==> config.mk <==
export PLATFORM = sky130hd
export DESIGN_NAME = level_len_meter
export DESIGN_NICKNAME = d
export VERILOG_FILES = /design/src/rtl/level_len_pkg.sv /design/src/rtl/sat_counter.sv /design/src/rtl/level_len_meter.sv
export SDC_FILE = /design/constraint.sdc
export NUM_CORES = 1
export LEC_CHECK = 0
export ABC_AREA = 1
export BUFFER_PORTS_ARGS = -buffer_cell sky130_fd_sc_hd__clkbuf_2
export CORE_ASPECT_RATIO = 0.6
export CORE_MARGIN = 5
export CORE_UTILIZATION = 40
export DETAILED_ROUTE_END_ITERATION = 6
export GPL_TIMING_DRIVEN = 0
export SYNTH_ARGS = -nofsm -noshare
export SYNTH_HDL_FRONTEND = slang
export SYNTH_SLANG_ARGS = --single-unit
==> constraint.sdc <==
create_clock -name clk -period 2.1 [get_ports clk]
set_input_delay 0.42 -clock clk [delete_from_list [all_inputs] [get_ports clk]]
set_output_delay 0.42 -clock clk [all_outputs]
set_load 0.05 [all_outputs]
==> src/rtl/level_len_pkg.sv <==
`default_nettype none
// ============================================================================
//  Module  : level_len_pkg
//  Purpose : Shared types and constants for the level length meter.
//            - state_t       : two-state tracker of the monitored level
//            - DEFAULT_CNT_W : default width of the length counter
//            - sat_max()     : all-ones value of a counter of a given width
//  Revision: 1.0  initial release
// ============================================================================
package level_len_pkg;

  // The state doubles as the one-bit level history: IDLE means the last
  // sampled level was 0, HIGH means it was 1.
  typedef enum logic {
    IDLE = 1'b0,
    HIGH = 1'b1
  } state_t;

  localparam int DEFAULT_CNT_W = 16;

  // Largest value representable in 'w' bits, evaluated at elaboration time.
  // Width 32 is special-cased so the shift never exceeds the 32-bit result.
  function automatic logic [31:0] sat_max(input int unsigned w);
    if (w >= 32) begin
      return 32'hFFFF_FFFF;
    end
    return (32'd1 << w) - 32'd1;
  endfunction

endpackage
`default_nettype wire

==> src/rtl/sat_counter.sv <==
`default_nettype none
// ============================================================================
//  Module  : sat_counter
//  Purpose : CNT_W-bit length counter with load-to-one, increment and
//            saturation at all-ones. A sticky flag records any increment
//            request that arrived while the counter was already saturated.
//  Ports   : clk   in   clock, rising edge
//            rst   in   synchronous active-high reset (cnt=0, ovf=0)
//            load  in   start a new interval: cnt<=1, ovf<=0 (beats inc)
//            inc   in   extend the interval by one cycle
//            cnt   out  current count
//            ovf   out  sticky overflow flag, cleared only by load/reset
//  Revision: 1.0  initial release
// ============================================================================
module sat_counter
  import level_len_pkg::*;
#(
  parameter int CNT_W = DEFAULT_CNT_W
) (
  input  logic             clk,
  input  logic             rst,
  input  logic             load,
  input  logic             inc,
  output logic [CNT_W-1:0] cnt,
  output logic             ovf
);

  localparam logic [CNT_W-1:0] CNT_MAX = CNT_W'(sat_max(CNT_W));
  localparam logic [CNT_W-1:0] CNT_ONE = CNT_W'(1);

  always_ff @(posedge clk) begin
    if (rst) begin
      cnt <= '0;
      ovf <= 1'b0;
    end else if (load) begin
      cnt <= CNT_ONE;
      ovf <= 1'b0;
    end else if (inc) begin
      if (cnt != CNT_MAX) begin
        cnt <= cnt + CNT_ONE;
      end else begin
        // Saturated: hold the count, remember that cycles were lost.
        ovf <= 1'b1;
      end
    end
  end

endmodule
`default_nettype wire

==> src/rtl/level_len_meter.sv <==
`default_nettype none
// ============================================================================
//  Module  : level_len_meter
//  Purpose : Samples a single-bit level, emits one-cycle rise/fall pulses
//            and measures the length of every high interval in clock cycles.
//            Each completed interval of at least MIN_LEN cycles (or one that
//            overflowed the counter) is offered through a one-entry
//            valid/ready slot. A finished measurement that finds the slot
//            occupied and not being drained is dropped and flagged.
//  Params  : CNT_W    counter / len_out width (2..32)
//            MIN_LEN  shortest reported interval (1..2^CNT_W-1)
//  Ports   : clk        in   clock, rising edge
//            rst        in   synchronous active-high reset
//            level      in   monitored level, synchronous to clk
//            rise_pulse out  one cycle after a sampled 0->1 change
//            fall_pulse out  one cycle after a sampled 1->0 change
//            len_valid  out  slot holds a length word
//            len_ready  in   consumer takes the word when len_valid is high
//            len_out    out  interval length, saturates at 2^CNT_W-1
//            len_ovf    out  interval exceeded the counter range
//            overrun    out  one-cycle pulse: measurement dropped, slot full
//  Revision: 1.0  initial release
// ============================================================================
module level_len_meter
  import level_len_pkg::*;
#(
  parameter int CNT_W   = DEFAULT_CNT_W,
  parameter int MIN_LEN = 1
) (
  input  logic             clk,
  input  logic             rst,
  input  logic             level,
  output logic             rise_pulse,
  output logic             fall_pulse,
  output logic             len_valid,
  input  logic             len_ready,
  output logic [CNT_W-1:0] len_out,
  output logic             len_ovf,
  output logic             overrun
);

  localparam logic [CNT_W-1:0] MIN_LEN_C = CNT_W'(MIN_LEN);

  state_t           state;
  logic             level_q;
  logic [CNT_W-1:0] cnt;
  logic             ovf_acc;

  logic             cnt_load;
  logic             cnt_inc;
  logic             meas_end;
  logic             meas_keep;
  logic             slot_open;
  logic             slot_accept;
  logic             word_load;

  // The FSM state is the registered level history.
  assign level_q = (state == HIGH);

  // A sampled rise restarts the counter; every further high sample extends it.
  assign cnt_load = !level_q && level;
  assign cnt_inc  =  level_q && level;

  // Measurement ends on the first low sample after a high run; the length
  // is the count accumulated so far (the low sample itself is not counted).
  assign meas_end    = level_q && !level;
  assign meas_keep   = (cnt >= MIN_LEN_C) || ovf_acc;
  // The slot can take a new word if it is empty or being drained this cycle,
  // so a consumer keeping len_ready high never sees a gap or an overrun.
  assign slot_accept = len_valid && len_ready;
  assign slot_open   = !len_valid || len_ready;
  assign word_load   = meas_end && meas_keep && slot_open;

  sat_counter #(
    .CNT_W (CNT_W)
  ) u_cnt (
    .clk  (clk),
    .rst  (rst),
    .load (cnt_load),
    .inc  (cnt_inc),
    .cnt  (cnt),
    .ovf  (ovf_acc)
  );

  // Edge-tracking FSM with registered pulse outputs.
  always_ff @(posedge clk) begin
    if (rst) begin
      state      <= IDLE;
      rise_pulse <= 1'b0;
      fall_pulse <= 1'b0;
    end else begin
      rise_pulse <= 1'b0;
      fall_pulse <= 1'b0;
      case (state)
        IDLE: begin
          if (level) begin
            state      <= HIGH;
            rise_pulse <= 1'b1;
          end
        end
        HIGH: begin
          if (!level) begin
            state      <= IDLE;
            fall_pulse <= 1'b1;
          end
        end
        default: begin
          state <= IDLE;
        end
      endcase
    end
  end

  // One-entry output slot. len_out/len_ovf only change on a load, so they
  // stay stable for as long as the word is pending.
  always_ff @(posedge clk) begin
    if (rst) begin
      len_valid <= 1'b0;
      len_out   <= '0;
      len_ovf   <= 1'b0;
      overrun   <= 1'b0;
    end else begin
      overrun <= 1'b0;
      if (word_load) begin
        len_valid <= 1'b1;
        len_out   <= cnt;
        len_ovf   <= ovf_acc;
      end else if (slot_accept) begin
        len_valid <= 1'b0;
      end
      if (meas_end && meas_keep && !slot_open) begin
        overrun <= 1'b1;
      end
    end
  end

endmodule
`default_nettype wire

==> results.json <==
{
  "status": "finished, final reports clean",
  "ys.flop_type": "dfxtp_1",
  "grt_pass1_vias": 1889,
  "grt_max_degree": 11,
  "ys_warn_count": 0,
  "detailedRoute.firstIterationViolations": 113,
  "cts_tree": "done",
  "ir_drop_mv": 0.312,
  "worstSkewPairLatency_ns": 0.29,
  "num_rows": 20,
  "relSlewSlack_pct": 73.3,
  "combPwrFrac_pct": 16.0,
  "synth_edf_count": 0,
  "track_usage_pct": 15.7,
  "async_flop_share_pct": 0,
  "syn-cell-area_um2": 2200,
  "fillers": 534,
  "maxCapViolCount": 0,
  "n_antenna_cell": 0,
  "detailed_place_hpwl_um": 3920,
  "synth-seq-cells": 39,
  "io_buffers": 23,
  "numCtsBuffers": 5,
  "vias": 2020,
  "hold_viol": 0,
  "dieArea_um2": 7120,
  "drtPass1Iterations": 4,
  "syn_area_per_cell_um2": 6.56,
  "die_w_um": 106,
  "netlist_instances": 335,
  "synth_top_area_cell": "dfxtp_1",
  "cts_root_buf": "clkbuf_8",
  "clock-sinks": 39,
  "cts_resized": 0,
  "ys_top_cells_by_area": "dfxtp_1 36%, nand2_1 15%, inv_1 11%",
  "nets": 372,
  "internal_power_mw": 1.05,
  "drive_above_1_share_pct": 17.9,
  "holdWs_ns": 0.388,
  "routed_via_density": 4.70,
  "overflow": 0,
  "period_share_pct": 88.4,
  "cp.arrival_ns": 2.07,
  "tns_ns": 0,
  "cts_hold_buffers": 0,
  "hold_class": "input port to register",
  "clkPwrFrac_pct": 31.5,
  "tightest_slew_ns": 0.398,
  "initial_core_util_pct": 42.4,
  "cts_buffer_depth": 2,
  "ios": 25,
  "cts.clk_slew.worst_paths_ns": 0.07,
  "antenna_found_initial": 0,
  "drt-wirelength-per-cell_um": 11.9,
  "drcViolationCount": 0,
  "p_per_area_nw_per_um2": 601,
  "grt_pass1_wl_um": 8950,
  "end_kind": "register",
  "cp_max_fo": 10,
  "seq_area_frac_synth_pct": 35.5,
  "syn_to_final_growth_pct": 12.3,
  "p_sw_share_pct": 29.4,
  "p_leak_nw": 1.10,
  "seq_area_um2": 781,
  "finalInstanceArea_um2": 2470,
  "gp_congestion": 0.815,
  "slew_violations": 0,
  "place_area_um2": 2390,
  "setup_violations": 0,
  "cts_setup_buffers": 0,
  "yosysTopAreaCellShare_pct": 35.5,
  "antenna_left": 0,
  "fin_util_pct": 47.6,
  "coreArea_um2": 5180,
  "power_switching_mw": 0.435,
  "ys_types": 26,
  "synthesis.nets": 342,
  "critical_path_class": "register to register",
  "synth_most_common_cell": "nand2_1",
  "fin_crit_ns": 1.86,
  "rsz0062_at_grt": "false",
  "seq_power_share_pct": 52.5,
  "htreeDepth": 2,
  "crit_required_ns": 2.32,
  "clock_skew_ns": 0.00796,
  "die_height_um": 67.4,
  "synthTopCellsByCount": "88 x nand2_1, 64 x inv_1, 49 x nor2_1",
  "fmax_mhz": 539,
  "multiInputGateArea_um2": 1110,
  "routed_wl_um": 5110,
  "start_kind": "register"
}
## worst paths after layout
kind,start,endpoint,slack (ns),cells after the start
max,u_cnt.cnt[0],u_cnt.cnt[3],0.24,9
min,rst,level_q,0.39,2
max reg2reg,u_cnt.cnt[0],u_cnt.cnt[3],0.24,9
min reg2reg,len_out[10],len_out[10],0.51,4
## flip-flops by register name, summed over array words and instances (netlist names)
| signal | flops |
|---|---|
| rise_pulse | 1 |
| len_out | 16 |
| overrun | 1 |
| level_q | 1 |
| u_cnt.cnt | 16 |
| len_valid | 1 |
| fall_pulse | 1 |
| len_ovf | 1 |
| u_cnt.ovf | 1 |
## layer usage
metal	global-route usage (%)	vias up	part of all wire, %
li1	-	1077	-
met1	23.1	891	55
met2	23.3	48	38
met3	4.39	4	6.3
met4	2.42	0	0.45
met5	0	-	0
## power groups by stage
stage                     registers [mW]  logic (mW)  clock network (mW)
after floorplan                    0.860       0.119                   0
after global placement             0.794       0.235                   0
after detailed placement           0.795       0.237                   0
after CTS                          0.778       0.239               0.477
after global routing               0.781       0.265               0.519
final                              0.778       0.237               0.467
## worst max-delay path: stages, from the launching register on
cell	delay, ns
dfxtp_1	0.40
ha_1	0.30
inv_1	0.13
nor2_4	0.06
nand2_4	0.10
nor2_2	0.06
nor2_2	0.29
buf_4	0.26
nand2_1	0.08
a21oi_2	0.11
## placed cells by master (no fill, tap or decap), types with 2 or more instances in the layout
cell type   n
nand3_1    14
xor2_1      5
nand2_1    88
nor2_1     49
a21oi_1     5
inv_1      64
nor2_2      5
buf_2       4
ha_1        3
clkbuf_2   23
nand2_4     2
nand2_2     7
nand4_1    22
nor2_4      2
dfxtp_1    39
buf_6       2
a21oi_2    10
clkbuf_1    3
clkbuf_8    5
o21ai_0     3
nand3_4     2
## logic make-up after synthesis
logic type / synth area share (%)
xor gates and xnor gates: 1.99
buffers and inverters: 14.1
DFF: 35.5
AOI/OAI and AO/OA: 6.21
adders and majority gates: 1.71
and+or+nand+nor: 40.5
## stage by stage
stage	setup WS (ns)	total power [mW]	instances
2_1_floorplan	0.542	0.979	335
3_3_place_gp	0.287	1.03	424
3_5_place_dp	0.293	1.03	424
4_1_cts	0.274	1.49	430
5_1_grt	0.0987	1.57	430
6_report	0.244	1.48	430
## area by class of cell
cell class / instances / area share (%)
Multi-Input combinational cell: 220 / 44.9
Sequential cell: 39 / 31.6
Inverter: 66 / 10.0
Timing Repair Buffer: 23 / 4.67
Tap cell: 66 / 3.35
Clock buffer: 6 / 2.94
Buffer: 10 / 2.48
Power figures use the tool's default switching activity.
